$ cat src/rtl/c7seg_scan.sv
// Four-digit multiplexed 7-segment scan controller with dead-time guard and
// double-buffered display value. Define C7SEG_LZB_EN for leading-zero blanking.
module c7seg_scan #(
    parameter int unsigned DIV   = 5000,
    parameter int unsigned GUARD = 16
) (
    input  logic        clk,
    input  logic        reset_n,
    input  logic [15:0] in_data,
    input  logic        in_load,
    input  logic        in_en,
    output logic [3:0]  o_digit,
    output logic [3:0]  o_an,
    output logic        o_busy,
    output logic        o_frame
);

    typedef enum logic {PH_GUARD, PH_ON} phase_t;

    localparam logic [15:0] CNT_LAST  = 16'(DIV - 1);
    localparam logic [15:0] CNT_GUARD = 16'(GUARD);

    logic [15:0] cnt, cnt_nx;
    logic [1:0]  idx, idx_nx;
    logic [15:0] disp, disp_nx;
    logic [15:0] pend, pend_nx;
    logic        busy, busy_nx;
    logic        wrap, frame_nx;
    phase_t      phase_nx;
    logic [3:0]  blank;
    logic [3:0]  an_nx;

    always_comb begin
        wrap     = (cnt == CNT_LAST);
        cnt_nx   = wrap ? '0 : cnt + 16'd1;
        idx_nx   = wrap ? idx + 2'd1 : idx;
        frame_nx = wrap && (idx == 2'd3);
        phase_nx = (cnt_nx >= CNT_GUARD) ? PH_ON : PH_GUARD;
        // Old pend moves to disp before a coincident load overwrites it.
        disp_nx  = (frame_nx && busy) ? pend : disp;
        pend_nx  = in_load ? in_data : pend;
        busy_nx  = in_load ? 1'b1 : (frame_nx ? 1'b0 : busy);
    end

`ifdef C7SEG_LZB_EN
    always_comb begin
        blank    = '0;
        blank[3] = (disp_nx[15:12] == 4'h0);
        blank[2] = (disp_nx[15:8]  == 8'h00);
        blank[1] = (disp_nx[15:4]  == 12'h000);
    end
`else
    always_comb begin
        blank = '0;
    end
`endif

    always_comb begin
        an_nx = '1;
        if (phase_nx == PH_ON && in_en && !blank[idx_nx])
            an_nx[idx_nx] = 1'b0;
    end

    always_ff @(posedge clk or negedge reset_n) begin
        if (!reset_n) begin
            cnt     <= '0;
            idx     <= '0;
            disp    <= '0;
            pend    <= '0;
            busy    <= 1'b0;
            o_digit <= '0;
            o_an    <= '1;
            o_frame <= 1'b0;
        end else begin
            cnt     <= cnt_nx;
            idx     <= idx_nx;
            disp    <= disp_nx;
            pend    <= pend_nx;
            busy    <= busy_nx;
            o_digit <= disp_nx[{idx_nx, 2'b00} +: 4];
            o_an    <= an_nx;
            o_frame <= frame_nx;
        end
    end

    assign o_busy = busy;

endmodule

$ cat config.mk
export PLATFORM = sky130hd
export DESIGN_NAME = c7seg_scan
export DESIGN_NICKNAME = d
export VERILOG_FILES = /design/src/rtl/c7seg_scan.sv
export SDC_FILE = /design/constraint.sdc
export NUM_CORES = 1
export LEC_CHECK = 0
export CELL_PAD_IN_SITES_DETAIL_PLACEMENT = 2
export CELL_PAD_IN_SITES_GLOBAL_PLACEMENT = 2
export CORE_UTILIZATION = 34
export CTS_BUF_LIST = sky130_fd_sc_hd__clkbuf_16
export CTS_CLUSTER_SIZE = 40
export DETAILED_ROUTE_END_ITERATION = 8
export GPL_ROUTABILITY_DRIVEN = 0
export PLACE_DENSITY = 0.87
export SLEW_MARGIN = 20
export SYNTH_ARGS = -nofsm -noshare
export SYNTH_HDL_FRONTEND = slang
export SYNTH_SLANG_ARGS = --single-unit
$ cat constraint.sdc
create_clock -name clk -period 2.4 [get_ports clk]
set_input_delay 0.48 -clock clk [delete_from_list [all_inputs] [get_ports clk]]
set_output_delay 0.48 -clock clk [all_outputs]
set_load 0.02 [all_outputs]
# Word-level counts from Yosys, hierarchy flattened
# Cells that the tools add are included.
# W data, S select, Z words.
op_classes:
  addsub: 2
  magnitude_cmp: 3
  n_eq_ne: 2
  shift: 1
  n_mux: 11
  bitwise: 1
  n_reduce_logical: 7
op_table:
  columns: ["cell", "n"]
  rows:
  - ["$mux W16", 2]
  - ["$add A16 B1 Y16 const B", 1]
  - ["$eq A16 B13 Y1 const B", 1]
  - ["$ge A16 B5 Y1 const B", 1]
  - ["$shiftx A16 B5 Y4", 1]
  - ["$logic_and A1 B1 Y1", 5]
  - ["$mux W1", 5]
  - ["$mux W4", 1]
  - ["$not A4 Y4", 1]
  - ["$lt A2 B3 Y1 const B", 1]
  - ["$add A2 B1 Y2 const B", 1]
  - ["$bmux W1 S2", 1]
  - ["$demux W1 S2", 1]
  - ["$eq A2 B2 Y1 const B", 1]
  - ["$ge A2 B1 Y1 const B", 1]
  - ["$mux W2", 1]
  - ["$reduce_bool A2 Y1", 1]
  - ["$logic_not A1 Y1", 1]
word_totals:
  register_bits: 60
  inputBits: 20

# Logic depth before layout (Yosys ltp)
# Gate-level depths: netlist (run 1).
depth:
  word_depth: 8
  ltp_mapped: 8
  depth_no_buf: 6

# Worst setup path after synthesis (run 1)
# No wires, ideal clock.
synth_timing:
  kind: "register -> register"
  from: "reg cnt[0]"
  to: "reg o_digit[1]"
  setup_time_ps: 138
  arrival_time_ps: 2150
  required_time_ps: 2262
  setup_slack_ps: 112
  path_stages_with_launch: 9
  n_path_buf: 2
  period_less_slack_ps: 2288
  cell_sequence: "dfrtp_1 -> ha_1 -> or4bb_1 -> or4_1 -> buf_6 -> buf_6 -> o21ai_1 -> a2bb2o_2 -> o2111ai_1"
synth_between:
  elab_chain_len: 5
  word_cells_on_any_way: 6
synth_rtl:
  columns: ["element", "line_no", "source"]
  rows:
  - ["start, declared", "23", "logic [15:0] cnt, cnt_nx;"]
  - ["start signal, assigned", "75", "cnt <= cnt_nx;"]
  - ["$eq A16 B13 Y1 *", "34", "wrap = (cnt == CNT_LAST);"]
  - ["$logic_and A1 B1 Y1", "37", "frame_nx = wrap && (idx == 2'd3);"]
  - ["$logic_and A1 B1 Y1", "40", "disp_nx = (frame_nx && busy) ? pend : disp;"]
  - ["$mux W16", "40", null]
  - ["$shiftx A16 B5 Y4 *", "80", "o_digit <= disp_nx[{idx_nx, 2'b00} +: 4];"]
  - ["end signal, assigned", "80", null]
  - ["end, declared", "12", "output logic [3:0] o_digit,"]
# Every way passes the cells marked *; elsewhere a longest branch is shown, timed or not.
# A chain may end at the register's enable or synchronous reset.

# Worst setup path in the final report (run 1)
layout_timing:
  from: "reg cnt[1]"
  to: "reg o_digit[3]"
# The elaborated chain is that of the path after synthesis.

==> impl_metrics.json, run 1 <==
{
  "synth_edf_count": 0,
  "avgSynthCellArea_um2": 11.2,
  "clock_sinks": 60,
  "max_freq_mhz": 373,
  "cts_tree": "done",
  "hold_buffers": 0,
  "path_cells": "ha_2 > or4bb_4 > or4_4 > buf_12 > buf_6 > nor3_4 > a2bb2o_2 > o2111ai_1",
  "dp_hpwl_um": 6280,
  "yosysSeqAreaShare_pct": 52.4,
  "vdd_drop_max_v": 0.000430,
  "top_usage_layer": "met2",
  "drc_errors": 0,
  "cp_top_family": "simple AND/OR/NAND/NOR gates",
  "drive_gt1_share_pct": 36.1,
  "synth_nets": 279,
  "boundaryPins": 30,
  "cp-end-kind": "register",
  "num_antenna_cells": 0,
  "async_flop_share_pct": 100,
  "setup.worst_path.start_class": "register",
  "synth_compound_area_share_pct": 11.8,
  "holdWs_ns": 0.137,
  "ys_seq_elements": 60,
  "die_h_um": 93.9,
  "outcome": "complete, but fails checks",
  "final_area_um2": 4160,
  "antenna_found_initial": 0,
  "synthAdderAreaFrac_pct": 0.871,
  "finalWorstSetupSlack_ns": -0.281,
  "met1_usage_pct": 33.0,
  "use_met2_pct": 46.6,
  "slowest_delay_ns": 0.61,
  "syn_area_um2": 2870,
  "grtUsageMet3_pct": 3.88,
  "placed_area_um2": 3490,
  "cts.path.max_buffers": 2,
  "worstSkewPairLatency_ns": 0.36,
  "synthMuxAreaShare_pct": 8.36,
  "vias": 2588,
  "layout_min_cycle_time_ns": 2.68,
  "portBuffers": 29,
  "grt_pass1_vias": 2798,
  "synth_xor_area_share_pct": 4.88,
  "finalSetupViolCount": 18,
  "cts_root_buf": "clkbuf_16",
  "overflow": 0,
  "maxCapViolations": 0,
  "grt_pass1_wl_um": 16900,
  "ys.flop_type": "dfrtp_1",
  "syn_to_final_growth_pct": 44.9,
  "yosys.area_share.simple_pct": 17.9,
  "firstDrtPassIters": 4,
  "violations": "setup timing",
  "first_iter_violations": 207,
  "rows": 33,
  "crit_type": "register to register",
  "layout_commonest_cell": "dfrtp_1",
  "grtUsageTotal_pct": 27.2,
  "numCtsBuffers": 9,
  "syn_inst": 257,
  "relSlewSlack_pct": 28.6,
  "skew_ns": 0.0137,
  "finalNetCount": 352,
  "crit_fanout": 5,
  "start_util_pct": 35.0,
  "die_x_um": 93.9,
  "ys_types": 45,
  "rsz0062_at_grt": "true",
  "dieArea_um2": 8820,
  "cp.required_ns": 2.66,
  "htree_levels": 3,
  "crit_buf_inv": 2,
  "power_density_nw_per_um2": 655,
  "worstPathArrival_ns": 2.94,
  "avgViaCountPerCell": 5.88,
  "wl_per_cell_um": 28.3,
  "worst_slew_pin_slew_ns": 1.07,
  "final.period_utilization_pct": 112,
  "final_cell_mix": "dfrtp_1, buf_4, clkdlybuf4s50_1",
  "ant_nets": 0,
  "p_leak_nw": 1.84,
  "synth_top_family_by_area": "simple AND/OR/NAND/NOR gates",
  "hold_viol": 0,
  "drt-total-wl_um": 12400,
  "grt_max_degree": 37,
  "clkTransAtPathRegs_ns": 0.07,
  "cpMaxStageDelayCell": "or4_4",
  "yosys_warnings": 0,
  "hp-class": "primary input to asynchronous set/reset pin",
  "core_um2": 8220,
  "slew_violations": 0
}
registers in the layout, summed over array words and instances (netlist names):
register / cells
o_digit: 4
pend: 16
o_an: 4
cnt: 16
o_frame: 1
disp: 16
idx: 2
o_busy: 1
layout make-up:
cell class,count,area [um2]
multi-input combinational,175,1410
fill,805,4050
clock inverter,7,115
timing repair buffer,78,758
inverter,6,22.5
clock buffer,9,225
sequential,60,1510
tap,105,131
timing repair:
| item | 4_1_cts | 5_1_grt |
|---|---|---|
| hold endpoints to repair | 0 | 0 |
| setup endpoints to repair | 11 | 17 |
| gates cloned | 2 | 0 |
| setup buffers | 6 | 6 |
| resized for setup | 16 | 25 |
| pin swaps | 2 | 9 |
stage by stage:
step | instances | power [mW] | util (%) | worst slack (ns) | setup TNS (ns)
6_report | 440 | 2.73 | 50.7 | -0.281 | -2.61
5_1_grt | 440 | 2.77 | 50.7 | -0.340 | -3.36
4_1_cts | 434 | 2.68 | 48.7 | -0.175 | -1.35
3_5_place_dp | 410 | 1.18 | 42.4 | -0.215 | -0.768
3_3_place_gp | 410 | 1.17 | 42.4 | -0.0303 | -0.0680
2_1_floorplan | 257 | 1.11 | - | 0.112 | 0
report_power, final:
group	switching [mW]	leakage [nW]	internal (mW)
sequential	0.0210	0.768	1.04
clock	0.548	0.163	1.01
combinational	0.0453	0.912	0.0595
total	0.615	1.84	2.11
Yosys cell counts (all sizes together), types with 8 or more instances:
| library cell | n | area share [%] |
|---|---|---|
| clkbuf | 9 | 1.2 |
| xnor2 | 9 | 2.7 |
| nor2 | 10 | 1.6 |
| nor3 | 8 | 2.2 |
| nor4 | 8 | 2.0 |
| nand2 | 21 | 2.7 |
| mux2 | 16 | 6.3 |
| o21ai | 14 | 2.4 |
| nand3 | 18 | 3.1 |
| dfrtp | 56 | 49 |
per-layer routing:
| layer | wire [um] | vias up |
|---|---|---|
| li1 | - | 1081 |
| met1 | 5010 | 1362 |
| met2 | 6440 | 112 |
| met3 | 580 | 33 |
| met4 | 426 | 0 |
| met5 | 0 | - |
path summary, 6_finish.rpt:
check,start,endpoint,slack [ns],cells past startpoint
worst max-delay path,cnt[1],o_digit[3],-0.28,8
worst min-delay path,reset_n,pend[11],0.14,1
worst max register to register,cnt[1],o_digit[3],-0.28,8
worst min register to register,disp[2],disp[2],0.51,2
max in group asynchronous,reset_n,o_an[2],1.55,2
min in group clk,disp[2],disp[2],0.51,2
logic make-up (layout without fill, tap and decap cells):
logic type	after synthesis	in the layout
AND/OR/NAND/NOR	90	90
flip-flops	60	60
adder cells (fa/ha/maj)	2	2
XOR/XNOR	16	16
buffers and inverters	22	100
multiplexers	22	22
AO/OA/AOI/OAI	45	45
No activity file was read; power rests on OpenSTA's default activity.
==> inputs of run 2 (changes only) <==
==> constraint.sdc (replaced) <==
create_clock -name clk -period 2.4 [get_ports clk]
set_input_delay 0.24 -clock clk [delete_from_list [all_inputs] [get_ports clk]]
set_output_delay 0.24 -clock clk [all_outputs]
set_load 0.02 [all_outputs]
==> impl_metrics.json, run 2 (same netlist as run 1, synthesis figures left out) <==
{
  "die_x_um": 93.9,
  "rr_startpoint": "cnt[1]",
  "slew_violations": 0,
  "finalNetCount": 356,
  "firstDrtPassIters": 4,
  "tns_ns": -0.878,
  "cp_top_family": "simple AND/OR/NAND/NOR gates",
  "first_iter_violations": 135,
  "p_int_mw": 1.91,
  "hp-class": "primary input to asynchronous set/reset pin",
  "worst_slew_pin_slew_ns": 0.889,
  "clkTransAtPathRegs_ns": 0.07,
  "die_h_um": 93.9,
  "core_um2": 8220,
  "power_density_nw_per_um2": 592,
  "critical_path.endpoint": "o_an[3]",
  "p_leak_nw": 1.90,
  "boundaryPins": 30,
  "htree_levels": 3,
  "cp-end-kind": "register",
  "grt_max_degree": 32,
  "wl_per_cell_um": 28.3,
  "grt_pass1_wl_um": 18300,
  "final_area_um2": 4280,
  "hold_viol": 23,
  "grtUsageTotal_pct": 29.5,
  "seq_power_share_pct": 42.0,
  "cts_tree": "done",
  "final_cell_mix": "dfrtp_1, buf_4, clkdlybuf4s50_1",
  "rsz0062_at_grt": "true",
  "maxCapViolations": 0,
  "reg2regPathDepth": 9,
  "cpMaxStageDelayCell": "or4bb_4",
  "crit_type": "register to register",
  "grt_pass1_vias": 2903,
  "path_depth": 9,
  "finalPower_mw": 2.53,
  "relSlewSlack_pct": 40.6,
  "skew_ns": 0.0156,
  "portBuffers": 29,
  "setup.worst_path.start_class": "register",
  "dieArea_um2": 8820,
  "vias": 2591,
  "vdd_drop_max_v": 0.000360,
  "dp_slack_ns": -0.231,
  "num_antenna_cells": 0,
  "crit_start": "cnt[1]",
  "layout_commonest_cell": "dfrtp_1",
  "syn_to_final_growth_pct": 48.8,
  "outcome": "complete, but fails checks",
  "slowest_delay_ns": 0.46,
  "holdWs_ns": -0.0210,
  "max_freq_mhz": 385,
  "overflow": 0,
  "violations": "hold timing, setup timing",
  "worstPathArrival_ns": 2.86,
  "top_regs": "cnt: 16 flops, disp: 16 flops, pend: 16 flops",
  "drc_errors": 0,
  "crit_buf_inv": 3,
  "start_util_pct": 35.0,
  "avgViaCountPerCell": 5.84,
  "final_core_util_pct": 52.1,
  "dp_cells": 410,
  "final.period_utilization_pct": 108,
  "finalSetupViolCount": 8,
  "instances_no_fill": 444,
  "finalWorstSetupSlack_ns": -0.197,
  "drt-total-wl_um": 12600,
  "ant_nets": 0,
  "worstSkewPairLatency_ns": 0.35,
  "cts_root_buf": "clkbuf_16",
  "placed_area_um2": 3510,
  "path_common_cell": "buf_6",
  "p_sw_mw": 0.624,
  "crit_fanout": 6,
  "antenna_found_initial": 0,
  "p_comb_share_pct": 4.2,
  "swShare_pct": 24.6,
  "hold_buffers": 0,
  "rows": 33,
  "r2r_slack_ns": -0.20,
  "path_cells": "ha_2 > or4bb_4 > or4_4 > buf_12 > buf_6 > nor3_4 > buf_6 > o21a_1 > a22oi_2",
  "r2r-end": "o_an[3]",
  "layout_min_cycle_time_ns": 2.60,
  "clock_sinks": 60,
  "drive_gt1_share_pct": 39.8,
  "cp.required_ns": 2.66,
  "clkPwrFrac_pct": 53.9,
  "numCtsBuffers": 9,
  "dp_hpwl_um": 6580,
  "cts.path.max_buffers": 2
}
==> run 2: cell count changes in the layout (fill, tap and decap cells not counted), moves of 3 or more <==
cell | previous run | this run
a2bb2o_2 | 3 | 0
o21ai_2 | 6 | 1
o2111ai_1 | 4 | 0
a2bb2o_4 | 2 | 5
o21ai_4 | 0 | 4
buf_4 | 38 | 42
o2111ai_2 | 1 | 4
==> run 2: worst register-to-register path: cells and delay by family, from the launching register on <==
family,cells,cell delay (ns)
and+or+nand+nor,3,1.26
adders and majority gates,1,0.21
AOI/OAI and AO/OA,2,0.22
DFF,1,0.38
buffers and inverters,3,0.43
==> run 2: final cells by class <==
class                      instances  area [um2]
tap                              105         131
sequential                        60        1510
timing repair buffer              82         763
multi-input combinational        175        1550
fill                             772        3940
clock buffer                       9         225
clock inverter                     7        76.3
inverter                           6        22.5
==> run 2: worst min path at each step <==
| stage | start | to | slack (ns) |
|---|---|---|---|
| after floorplan | reset_n | cnt[0] | -0.06 |
| after global placement | reset_n | disp[8] | 0.34 |
| after detailed placement | reset_n | disp[8] | 0.36 |
| after CTS | reset_n | pend[6] | 0.02 |
| after global routing | reset_n | pend[6] | 0.01 |
| final | reset_n | pend[6] | -0.02 |
==> run 2: repair_timing <==
action                                  CTS  global route
resized for setup                        28            32
cloned                                    1             0
pin swaps                                 9            13
endpoints found under the setup margin   12            22
buffers inserted                         10             8
==> run 2: layer usage <==
layer  wire (um)  part of all wire [%]  vias to the layer above  GRT usage (%)
li1            -                     -                     1085              -
met1        5090                    40                     1377           35.7
met2        6400                    51                       90           48.2
met3         507                   4.0                       39           5.91
met4         575                   4.6                        0           17.8
met5           0                     0                        -              0
==> run 2: power groups by stage <==
stage | Sequential (mW) | Clock (mW) | Combinational, mW
2_1_floorplan | 1.07 | 0 | 0.0355
3_3_place_gp | 1.07 | 0 | 0.0953
3_5_place_dp | 1.07 | 0 | 0.101
4_1_cts | 1.06 | 1.34 | 0.103
5_1_grt | 1.06 | 1.41 | 0.113
6_report | 1.06 | 1.36 | 0.105
==> inputs of run 3 (changes only) <==
- CORE_MARGIN: not set -> 2
==> impl_metrics.json, run 3 (same netlist as run 1, synthesis figures left out) <==
{
  "rsz0062_at_grt": "true",
  "dp_hpwl_um": 6570,
  "avgViaCountPerCell": 5.82,
  "maxCapViolations": 0,
  "slew_violations": 0,
  "first_iter_violations": 139,
  "hp-class": "primary input to asynchronous set/reset pin",
  "hold_viol": 0,
  "drt-total-wl_um": 12100,
  "cp-end-kind": "register",
  "clock_sinks": 60,
  "final_cell_mix": "dfrtp_1, buf_4, clkdlybuf4s50_1",
  "rows": 33,
  "final.period_utilization_pct": 109,
  "violations": "setup timing",
  "clkTransAtPathRegs_ns": 0.06,
  "wl_per_cell_um": 27.7,
  "relSlewSlack_pct": 41.9,
  "ant_nets": 0,
  "worstSkewPairLatency_ns": 0.34,
  "layout_min_cycle_time_ns": 2.63,
  "drc_errors": 0,
  "finalSetupViolCount": 14,
  "top_regs": "cnt: 16 flops, disp: 16 flops, pend: 16 flops",
  "finalWorstSetupSlack_ns": -0.226,
  "grt_pass1_vias": 2795,
  "path_cells": "ha_2 > or4bb_4 > or4_4 > buf_12 > nor2_4 > mux2i_4 > o2111ai_2",
  "outcome": "complete, but fails checks",
  "cts.path.max_buffers": 2,
  "skew_ns": 0.0101,
  "dieArea_um2": 9200,
  "vias": 2542,
  "cp.required_ns": 2.60,
  "grt_pass1_wl_um": 16600,
  "core_um2": 8220,
  "holdWs_ns": 0.469,
  "layout_commonest_cell": "dfrtp_1",
  "p_comb_share_pct": 4.0,
  "overflow": 0,
  "p_sw_mw": 0.590,
  "finalNetCount": 349,
  "die_h_um": 95.9,
  "clkPwrFrac_pct": 55.0,
  "worstPathArrival_ns": 2.82,
  "grtUsageTotal_pct": 25.3,
  "die_x_um": 95.9,
  "num_antenna_cells": 0,
  "antenna_found_initial": 0,
  "htree_levels": 3,
  "boundaryPins": 30,
  "portBuffers": 29,
  "seq_power_share_pct": 41.0,
  "swShare_pct": 22.7,
  "worst_slew_pin_slew_ns": 0.870,
  "slowest_delay_ns": 0.55,
  "cts_tree": "done",
  "drive_gt1_share_pct": 34.9,
  "finalPower_mw": 2.59,
  "power_density_nw_per_um2": 642,
  "firstDrtPassIters": 4,
  "crit_type": "register to register",
  "cts_root_buf": "clkbuf_16",
  "grt_max_degree": 35,
  "syn_to_final_growth_pct": 40.6,
  "numCtsBuffers": 9,
  "start_util_pct": 35.0,
  "vdd_drop_max_v": 0.000551,
  "p_leak_nw": 1.81,
  "cpMaxStageDelayCell": "or4bb_4",
  "p_int_mw": 2.00,
  "setup.worst_path.start_class": "register",
  "crit_fanout": 7,
  "max_freq_mhz": 381
}
## run 3: cell types whose count changed in the layout (fill, tap and decap cells not counted), sizes merged
| cell | delta |
|---|---|
| buf | -9 |
| bufbuf | +1 |
| bufinv | +1 |
| clkinv | -1 |
| dlygate4sd3 | +1 |
## run 3: area by class of cell
class | instances | area [um2]
Multi-Input combinational cell | 175 | 1380
Fill cell | 797 | 4180
Inverter | 6 | 22.5
Sequential cell | 60 | 1510
Timing Repair Buffer | 75 | 683
Clock buffer | 9 | 225
Clock inverter | 7 | 92.6
Tap cell | 105 | 131
## run 3: final timing paths
| path | from | slack [ns] | cells after the start | to |
|---|---|---|---|---|
| hold reg to reg | disp[2] | 0.49 | 2 | disp[2] |
| setup reg to reg | cnt[1] | -0.23 | 7 | o_digit[1] |
| setup / recovery | cnt[1] | -0.23 | 7 | o_digit[1] |
| max in group asynchronous | reset_n | 1.26 | 3 | o_an[2] |
| min in group clk | disp[2] | 0.49 | 2 | disp[2] |
| hold / removal | reset_n | 0.47 | 2 | cnt[7] |
## run 3: routing by layer
layer	up-vias	track usage, %	share of wire [%]	routed length [um]
met4	0	9.88	4.4	533
met2	77	40.4	49	5900
met3	36	6.34	4.0	487
met5	-	0	0	0
li1	1074	-	-	-
met1	1355	33.1	43	5170
## run 3: through the flow
step                util [%]  setup TNS (ns)  instances  worst slack, ns  instance area (um2)
global placement        42.5         -0.0156        409          -0.0118                 3490
global route            49.2           -2.60        437           -0.299                 4040
detailed placement      42.5          -0.511        409           -0.128                 3490
CTS                     47.9          -0.801        432           -0.153                 3930
finish                  49.2           -1.81        437           -0.226                 4040
floorplan                  -               0        257            0.112                 2870
## run 3: timing repair
action	CTS	global route
pin swaps	1	4
buffers inserted	5	5
resized for setup	9	18
hold endpoints to repair	23	0
gates cloned	1	0
hold buffers	1	0
endpoints found under the setup margin	12	13
## run 3: critical path: cells and delay by family, from the launching register on
kind,cells,cell delay (ns)
compound gates,1,0.13
fa+ha+maj,1,0.21
buf+inv,1,0.17
flops,1,0.38
mux,1,0.34
simple gates,3,1.24
## run 3: power groups by stage
| stage | Combinational (mW) | Sequential, mW | Clock [mW] |
|---|---|---|---|
| global route | 0.111 | 1.07 | 1.49 |
| floorplan | 0.0355 | 1.07 | 0 |
| detailed placement | 0.101 | 1.08 | 0 |
| CTS | 0.102 | 1.06 | 1.44 |
| global placement | 0.0949 | 1.07 | 0 |
| finish | 0.103 | 1.06 | 1.43 |
